===== config.mk =====
export PLATFORM = sky130hd
export DESIGN_NAME = life_engine
export DESIGN_NICKNAME = d
export VERILOG_FILES = /design/src/rtl/life_engine.sv
export SDC_FILE = /design/constraint.sdc
export NUM_CORES = 2
export LEC_CHECK = 0
export ABC_AREA = 1
export CAP_MARGIN = 20
export CORE_MARGIN = 2
export CORE_UTILIZATION = 56
export DETAILED_ROUTE_END_ITERATION = 8
export DONT_BUFFER_PORTS = 1
export PLACE_DENSITY_LB_ADDON = 0.05
export SLEW_MARGIN = 5
export SYNTH_ARGS = -nofsm -noshare
export SYNTH_HDL_FRONTEND = slang
export SYNTH_SLANG_ARGS = --single-unit

===== constraint.sdc =====
create_clock -name clk -period 9.6 [get_ports clk]
set_clock_uncertainty 0.2 [all_clocks]
set_input_delay 0.48 -clock clk [delete_from_list [all_inputs] [get_ports clk]]
set_output_delay 0.48 -clock clk [all_outputs]
set_load 0.03 [all_outputs]

===== src/rtl/life_engine.sv =====
// Parametrised Game-of-Life generation engine: B3/S23 rule over a ROWS x COLS grid,
// with load, free-run, single-step, generation limit and still-life stop.
module life_engine #(
  parameter int ROWS  = 16,
  parameter int COLS  = 16,
  parameter int WRAP  = 1,
  parameter int CNT_W = 16
) (
  input  logic                 clk,
  input  logic                 reset,
  input  logic                 clear,
  input  logic                 load,
  input  logic [ROWS*COLS-1:0] seed,
  input  logic                 start,
  input  logic                 step,
  input  logic [CNT_W-1:0]     gen_limit,
  output logic [ROWS*COLS-1:0] grid,
  output logic [CNT_W-1:0]     gen_count,
  output logic                 en,
  output logic                 busy,
  output logic                 done,
  output logic                 stable
);

  localparam int N = ROWS * COLS;

  typedef enum logic [1:0] {
    IDLE  = 2'd0,
    RUN   = 2'd1,
    PAUSE = 2'd2,
    DONE  = 2'd3
  } state_t;

  // Cell lookup with either toroidal wrap or a dead border outside the grid.
  function automatic logic cell_at(input logic [N-1:0] g, input int r, input int c);
    logic [N-1:0] sh;
    logic         v;
    int           rr;
    int           cc;
    v  = 1'b0;
    sh = '0;
    if (WRAP != 0) begin
      rr = (r + ROWS) % ROWS;
      cc = (c + COLS) % COLS;
      sh = g >> (rr * COLS + cc);
      v  = sh[0];
    end else if (r >= 0 && r < ROWS && c >= 0 && c < COLS) begin
      sh = g >> (r * COLS + c);
      v  = sh[0];
    end else begin
      v = 1'b0;
    end
    return v;
  endfunction

  function automatic logic [N-1:0] life_next(input logic [N-1:0] g);
    logic [N-1:0] nx;
    logic [3:0]   n;
    logic         alive;
    nx = '0;
    for (int r = 0; r < ROWS; r++) begin
      for (int c = 0; c < COLS; c++) begin
        n = 4'd0;
        for (int dr = -1; dr <= 1; dr++) begin
          for (int dc = -1; dc <= 1; dc++) begin
            if (dr != 0 || dc != 0) begin
              n = n + {3'b000, cell_at(g, r + dr, c + dc)};
            end else begin
              n = n;
            end
          end
        end
        alive = (n == 4'd3) || (cell_at(g, r, c) && (n == 4'd2));
        nx    = nx | ({{(N-1){1'b0}}, alive} << (r * COLS + c));
      end
    end
    return nx;
  endfunction

  state_t           state_q;
  logic [N-1:0]     grid_q;
  logic [CNT_W-1:0] gen_count_q;
  logic             stable_q;

  logic [N-1:0]     next_s;
  logic [CNT_W-1:0] cnt_inc_s;
  logic             same_s;
  logic             term_s;
  logic             adv_s;

  assign next_s    = life_next(grid_q);
  assign same_s    = (next_s == grid_q);
  assign cnt_inc_s = (&gen_count_q) ? gen_count_q
                                    : gen_count_q + {{(CNT_W-1){1'b0}}, 1'b1};
  assign term_s    = same_s || ((gen_limit != '0) && (cnt_inc_s == gen_limit));

  // Advance decision; reset and clear suppress it in the same cycle.
  always_comb begin
    adv_s = 1'b0;
    if (reset && !clear) begin
      case (state_q)
        IDLE, PAUSE: adv_s = !load && step && !start;
        RUN:         adv_s = start;
        default:     adv_s = 1'b0;
      endcase
    end else begin
      adv_s = 1'b0;
    end
  end

  // Control FSM together with grid, counter and stable-flag registers.
  always_ff @(posedge clk) begin
    if (!reset || clear) begin
      state_q     <= IDLE;
      grid_q      <= '0;
      gen_count_q <= '0;
      stable_q    <= 1'b0;
    end else begin
      if (adv_s) begin
        grid_q      <= next_s;
        gen_count_q <= cnt_inc_s;
        stable_q    <= same_s;
      end
      case (state_q)
        IDLE, PAUSE: begin
          if (load) begin
            grid_q      <= seed;
            gen_count_q <= '0;
            stable_q    <= 1'b0;
          end else if (start) begin
            state_q <= RUN;
          end else if (step) begin
            state_q <= term_s ? DONE : PAUSE;
          end
        end
        RUN: begin
          if (!start) begin
            state_q <= PAUSE;
          end else if (term_s) begin
            state_q <= DONE;
          end
        end
        DONE: begin
          if (load) begin
            grid_q      <= seed;
            gen_count_q <= '0;
            stable_q    <= 1'b0;
            state_q     <= PAUSE;
          end
        end
        default: state_q <= IDLE;
      endcase
    end
  end

  assign grid      = grid_q;
  assign gen_count = gen_count_q;
  assign stable    = stable_q;
  assign busy      = (state_q == RUN);
  assign done      = (state_q == DONE);
  assign en        = adv_s;

endmodule


* Yosys cells after proc, flatten, opt, wreduce, memory -nomap -nowiden
Cells that the tools add are included.
** Cells by class
- $add $sub $neg :: 1793
- Eq/ne operators :: 521
- Muxes and demuxes :: 20
- Bitwise operators :: 255
- Reduce and logical (&&, ||, !) cells :: 528
** Operators with widths (count)
- adder 4 x 1 -> 4 bit :: 1209
- equality test 4 x 2 -> 1 bit, second input constant :: 512
- 2-to-1 mux 256 bit :: 3
- adder 3 x 1 -> 4 bit :: 163
- adder 1 x 1 -> 2 bit :: 256
- adder 2 x 1 -> 3 bit :: 164
- logical AND 1 bit :: 260
- logical OR 1 bit :: 258
- equality test 256 bit :: 1
- bitwise OR 256 x 111 -> 256 bit :: 1
- bitwise OR 256 x 112 -> 256 bit :: 1
- bitwise OR 256 x 113 -> 256 bit :: 1
- bitwise OR 256 x 114 -> 256 bit :: 1
- bitwise OR 256 x 115 -> 256 bit :: 1
- bitwise OR 256 x 116 -> 256 bit :: 1
- bitwise OR 256 x 117 -> 256 bit :: 1
- bitwise OR 256 x 118 -> 256 bit :: 1
- bitwise OR 256 x 119 -> 256 bit :: 1
- bitwise OR 256 x 120 -> 256 bit :: 1
- bitwise OR 256 x 121 -> 256 bit :: 1
- bitwise OR 256 x 122 -> 256 bit :: 1
- bitwise OR 256 x 123 -> 256 bit :: 1
- bitwise OR 256 x 124 -> 256 bit :: 1
- bitwise OR 256 x 125 -> 256 bit :: 1
- other kinds (259) :: 276
** Storage, ports and cells
- Register bits after elaboration :: 275
- Output and inout port bits :: 276
- Word-level logic and storage cells :: 3121

* Longest topological paths before layout
- Depth after elaboration :: 272
- Mapped depth :: 27
- Depth with buffers taken out :: 27

* Least setup slack after synthesis
No wires, ideal clock.
- Path kind :: reg-to-reg
- Start point :: reg grid_q[0] (netlist: grid[0])
- End point :: reg state_q[1]
- Library setup time :: 113 ps
- Data arrival time :: 4355 ps
- Slack :: 4933 ps
- Cell stages (with the launch flop) :: 25
- Clock period less this slack :: 4667 ps
- Cell sequence :: dfxtp_1 -> inv_1 -> fa_1 -> fa_1 -> fa_1 -> inv_1 -> ha_1 -> fa_1 -> o21ai_0 -> nor2_1 -> nand2_1 -> nand2_1 -> nand2_1 -> nor2_1 -> nand2_1 -> nor2_1 -> nand2_1 -> nor2_1 -> nand2_1 -> nor2_1 -> nand2_1 -> nand3_2 -> nand3_1 -> nor2_1 -> nor2_1
** On the way
- Longest elaborated chain between the ends :: 267
- Elaborated cells between the ends (all ways) :: 328
- Those cells by class :: 35 x add/sub; 18 x eq/ne; 255 x bitwise; 20 x reduce/logical
** RTL lines
- start: declaration :: RTL line 81 : logic [N-1:0] grid_q;
- start signal: assignment :: RTL line 120 : grid_q <= next_s;
- adder 3 x 1 -> 4 bit :: RTL line 67 : n = n + {3'b000, cell_at(g, r + dr, c + dc)};
- adder 4 x 1 -> 4 bit (4 in series) :: RTL line 67
- equality test 4 x 2 -> 1 bit :: RTL line 73 : alive = (n == 4'd3) || (cell_at(g, r, c) && (n == 4'd2));
- logical AND 1 bit :: RTL line 73
- logical OR 1 bit :: RTL line 73
- bitwise OR 1 x 2 -> 2 bit :: RTL line 74 : nx = nx | ({{(N-1){1'b0}}, alive} << (r * COLS + c));
- bitwise OR 2 x 3 -> 3 bit :: RTL line 74
- bitwise OR 3 x 4 -> 4 bit :: RTL line 74
- [248 not listed]
- bitwise OR 256 x 253 -> 256 bit :: RTL line 74
- bitwise OR 256 x 254 -> 256 bit :: RTL line 74
- bitwise OR 256 x 255 -> 256 bit :: RTL line 74
- bitwise OR 256 bit :: RTL line 74
- equality test 256 bit (*) :: RTL line 92 : assign same_s = (next_s == grid_q);
- logical OR 1 bit (*) :: RTL line 95 : assign term_s = same_s || ((gen_limit != '0) && (cnt_inc_s == gen_limit));
- inequality test 3 x 2 -> 1 bit (no line) (*)
- AND reduction 4 bit (no line) (*)
- end signal: assignment :: RTL line 133 : state_q <= term_s ? DONE : PAUSE;
- end: declaration :: RTL line 80 : state_t state_q;
Mark *: on every way between the ends. The rest lies on a longest branch, timed or not.
A chain may end at the register's enable or synchronous reset.

* Worst setup path in the final report
- Start point :: reg grid_q[5] (netlist: grid[5])
- End point :: reg state_q[1]
** On the way
- Longest elaborated chain between the ends :: 263
- Elaborated cells between the ends (all ways) :: 325
- Those cells by class :: 35 x add/sub; 18 x eq/ne; 252 x bitwise; 20 x reduce/logical
** RTL lines (RTL line)
- parallel branches: the longest is 259 deep, another holds adder 3 x 1 -> 4 bit
- equality test 256 bit (*) :: 92
- logical OR 1 bit (*) :: 95
- inequality test 3 x 2 -> 1 bit (no line) (*)
- AND reduction 4 bit (no line) (*)
Every way passes the cells marked *.

==> results.md <==
- CP Capture Type: register
- Setup repair after global routing missed its margin: false
- Count of cells along the worst hold path: 2
- Net count after synthesis: 10,000
- Deepest clock path buffer count: 3
- Final hold vios: 0
- Die Height: 333 um
- Normalized max-slew margin: 27.7%
- Critical Path Start Type: register
- Root buffer selected by CTS: sky130_fd_sc_hd__clkbuf_16
- Sum of net half-perimeters after detailed placement: 144,000 um
- Clk network pwr share: 29.6%
- CTS tree: built
- Leakage Power: 36.7 nW
- GRT overflow: 0
- Number of CTS-inserted buffers: 44
- Starting DRC count in detailed routing: 3,305
- Maximum vdd drop: 0.137 mV
- Clock sink count: 275
- Power per cell area: 91.4 nW/um2
- CP max-delay cell: sky130_fd_sc_hd__dfxtp_1
- Full die area: 111,000 um2
- Total Routed Length: 185,000 um
- Most frequent standard cell in the layout excluding fill and tap cells: sky130_fd_sc_hd__nand2_1
- Slowest stage delay, CP: 0.90 ns
- Horizontal die dimension: 333 um
- Peak Freq: 147 MHz
- Utilization after layout: 62.4%
- Synth top area cells: sky130_fd_sc_hd__fa_1, sky130_fd_sc_hd__ha_1, sky130_fd_sc_hd__nand2_1
- Clock-pin slew on the worst setup and hold paths: 0.06 ns
- Power dissipated by switching net loads: 2.73 mW
- Final period utilization: 70.9%
- Maximum fanout encountered on the critical timing path: 8
- Setup_tns: 0 ns
- Cell taking the most area after synthesis: sky130_fd_sc_hd__fa_1
- Pre-Repair DR Iteration Count: 5
- Total via count after detailed routing: 52,600
- Total cell area at the placement stage: 62,700 um2
- Share of total power consumed by net switching: 44.7%
- WL/cell: 19.2 um
- Max Slew Vio Count: 0
- Setup violation total in the final timing report: 0
- Io pins: 554
- Arrival time of data at the critical path endpoint: 7.17 ns
- Placer Congestion: 0.933
- Synthesized instance count: 7,947
- Initial antenna violation count: 23
- Type of the worst min-delay path: input pin to register
- Synthesized area per cell: 7.63 um2
- Vias in the first global route: 52,500
- Core Rows: 120
- Slew at the pin closest to its max-slew limit: 1.08 ns
- Proportion of netlist area held by the largest area contributor: 33.8%
- Insertion delay of the later-clocked pin in the worst-skew pair: 0.66 ns
- Post-layout min period: 6.81 ns
- Area of the core: 107,000 um2
- Htree depth: 2
- Maximum number of pins on one net before global-route repair: 182
- Post-synthesis cell area: 60,700 um2
- Summed area of non-filler cells in the final layout: 66,900 um2
- Proportion of power drawn by combinational gates: 47.7%
- Top library cells by usage in the layout, fill and taps aside: sky130_fd_sc_hd__nand2_1, sky130_fd_sc_hd__inv_1, sky130_fd_sc_hd__nor2_1, sky130_fd_sc_hd__fa_1, sky130_fd_sc_hd__ha_1
- Synth Register Bits: 275
- Area Overhead vs Synth: 10.2%
- Fraction of final layout cells sized beyond drive strength 1: 2.60%
- Worst reg-to-reg setup slack: 2.79 ns
- Yosys Warn Count: 0
- Status: complete, no violations
- R2R depth: 25
- Routed via count divided by cell count: 5.44
- Path type of the worst setup path: register to register
- Post-route DRC: 0
- Max-cap violation count: 0
- Initial Util: 56.6%
- Overall Global Routing Usage: 33.8%
- Sequential Power Share: 22.7%
- Data required time at the worst endpoint: 9.96 ns
- Number of nets in the layout: 10,300
- Share of synthesized area occupied by flip-flops and latches: 9.08%
- Int Power: 3.38 mW
- Number of distinct library cell variants in the gate-level netlist after synthesis: 37
- Global-route wire length before repair: 293,000 um
- Count of input and output buffers: 0
- Count of nets left with antenna violations after detail routing: 0
==> worst paths after layout <==
path                   start         end
setup / recovery     grid[5]  state_q[1]
hold / removal     seed[241]   grid[241]
setup reg to reg     grid[5]  state_q[1]
hold reg to reg   state_q[1]  state_q[1]
==> routing by layer <==
metal / vias to the layer above / GRT usage, % / routed length, um
li1: 25200 / - / -
met1: 25200 / 43.8 / 76700
met2: 1742 / 55.8 / 86500
met3: 384 / 6.50 / 14300
met4: 10 / 13.5 / 7920
met5: - / 0 / 55
==> layout make-up <==
| cell class | count | area [um2] |
|---|---|---|
| Antenna cell | 22 | 55.1 |
| Clock inverter | 19 | 259 |
| Timing Repair Buffer | 360 | 3420 |
| Sequential cell | 275 | 5510 |
| Fill cell | 9624 | 40300 |
| Multi-Input combinational cell | 5882 | 48400 |
| Tap cell | 1403 | 1760 |
| Inverter | 1643 | 6190 |
| Clock buffer | 61 | 1270 |
==> through the flow <==
| step | setup slack (ns) | total power, mW | hold slack [ns] | instances |
|---|---|---|---|---|
| finish | 2.79 | 6.11 | 0.0393 | 9665 |
| CTS | 2.88 | 6.14 | 0.00788 | 9642 |
| floorplan | 4.93 | 3.45 | 0.303 | 7947 |
| detailed placement | 3.40 | 4.21 | 0.337 | 9307 |
| global route | 2.49 | 6.67 | 0.0364 | 9656 |
| global placement | 3.46 | 4.12 | 0.357 | 9306 |
==> flip-flops by register name, summed over array words and instances (netlist names) <==
signal,count
gen_count,16
state_q,2
grid,256
stable,1
==> kinds of logic (layout without fill, tap and decap cells) <==
family                     Yosys count  count (layout)  share of synthesized area (%)
and+or+nand+nor                   3188            3188                           21.2
adders and majority gates         1793            1793                           49.7
buffers and inverters             1790            2083                           11.1
AOI/OAI and AO/OA                  884             884                           8.69
DFF                                275             275                           9.08
xor gates and xnor gates            17              17                          0.268
other                                0              22                              0
==> power by group through the flow <==
stage / clock network (mW) / registers (mW) / logic [mW]
after CTS: 1.84 / 1.39 / 2.92
after global routing: 1.87 / 1.40 / 3.41
final: 1.81 / 1.39 / 2.92
after detailed placement: 0 / 1.41 / 2.80
after floorplan: 0 / 1.43 / 2.02
after global placement: 0 / 1.41 / 2.71
==> synth_stat cells (all sizes together) <==
cell type and count:
nand2 1745, inv 1641, nor2 1042, fa 1024, ha 769, o21ai 479, dfxtp 275, nand3 253
clkbuf 127, a21oi 125, o221ai 125, nand3b 98, o211ai 78, o21bai 60, buf 20, nor3 20
nand4 16, a31oi 12, xor2 12, or2 8, nor4 4, o21a 4, xnor2 4, clkinv 2
nor3b 2, a21o 1, xnor3 1
==> what timing repair did <==
action                                 4_1_cts  5_1_grt
hold buffers                               255        0
endpoints found under the hold margin      253        0
setup buffers                                0        0
setup endpoints to repair                    0        0
resized for setup                            0        0
==> worst max-delay path, delay by kind of cell, from the launching register on <==
family | cells | cell delay (ns)
compound gates | 1 | 0.08
fa+ha+maj | 5 | 2.27
buf+inv | 3 | 1.00
simple gates | 16 | 2.25
flops | 1 | 0.90
Power figures use the tool's default switching activity.
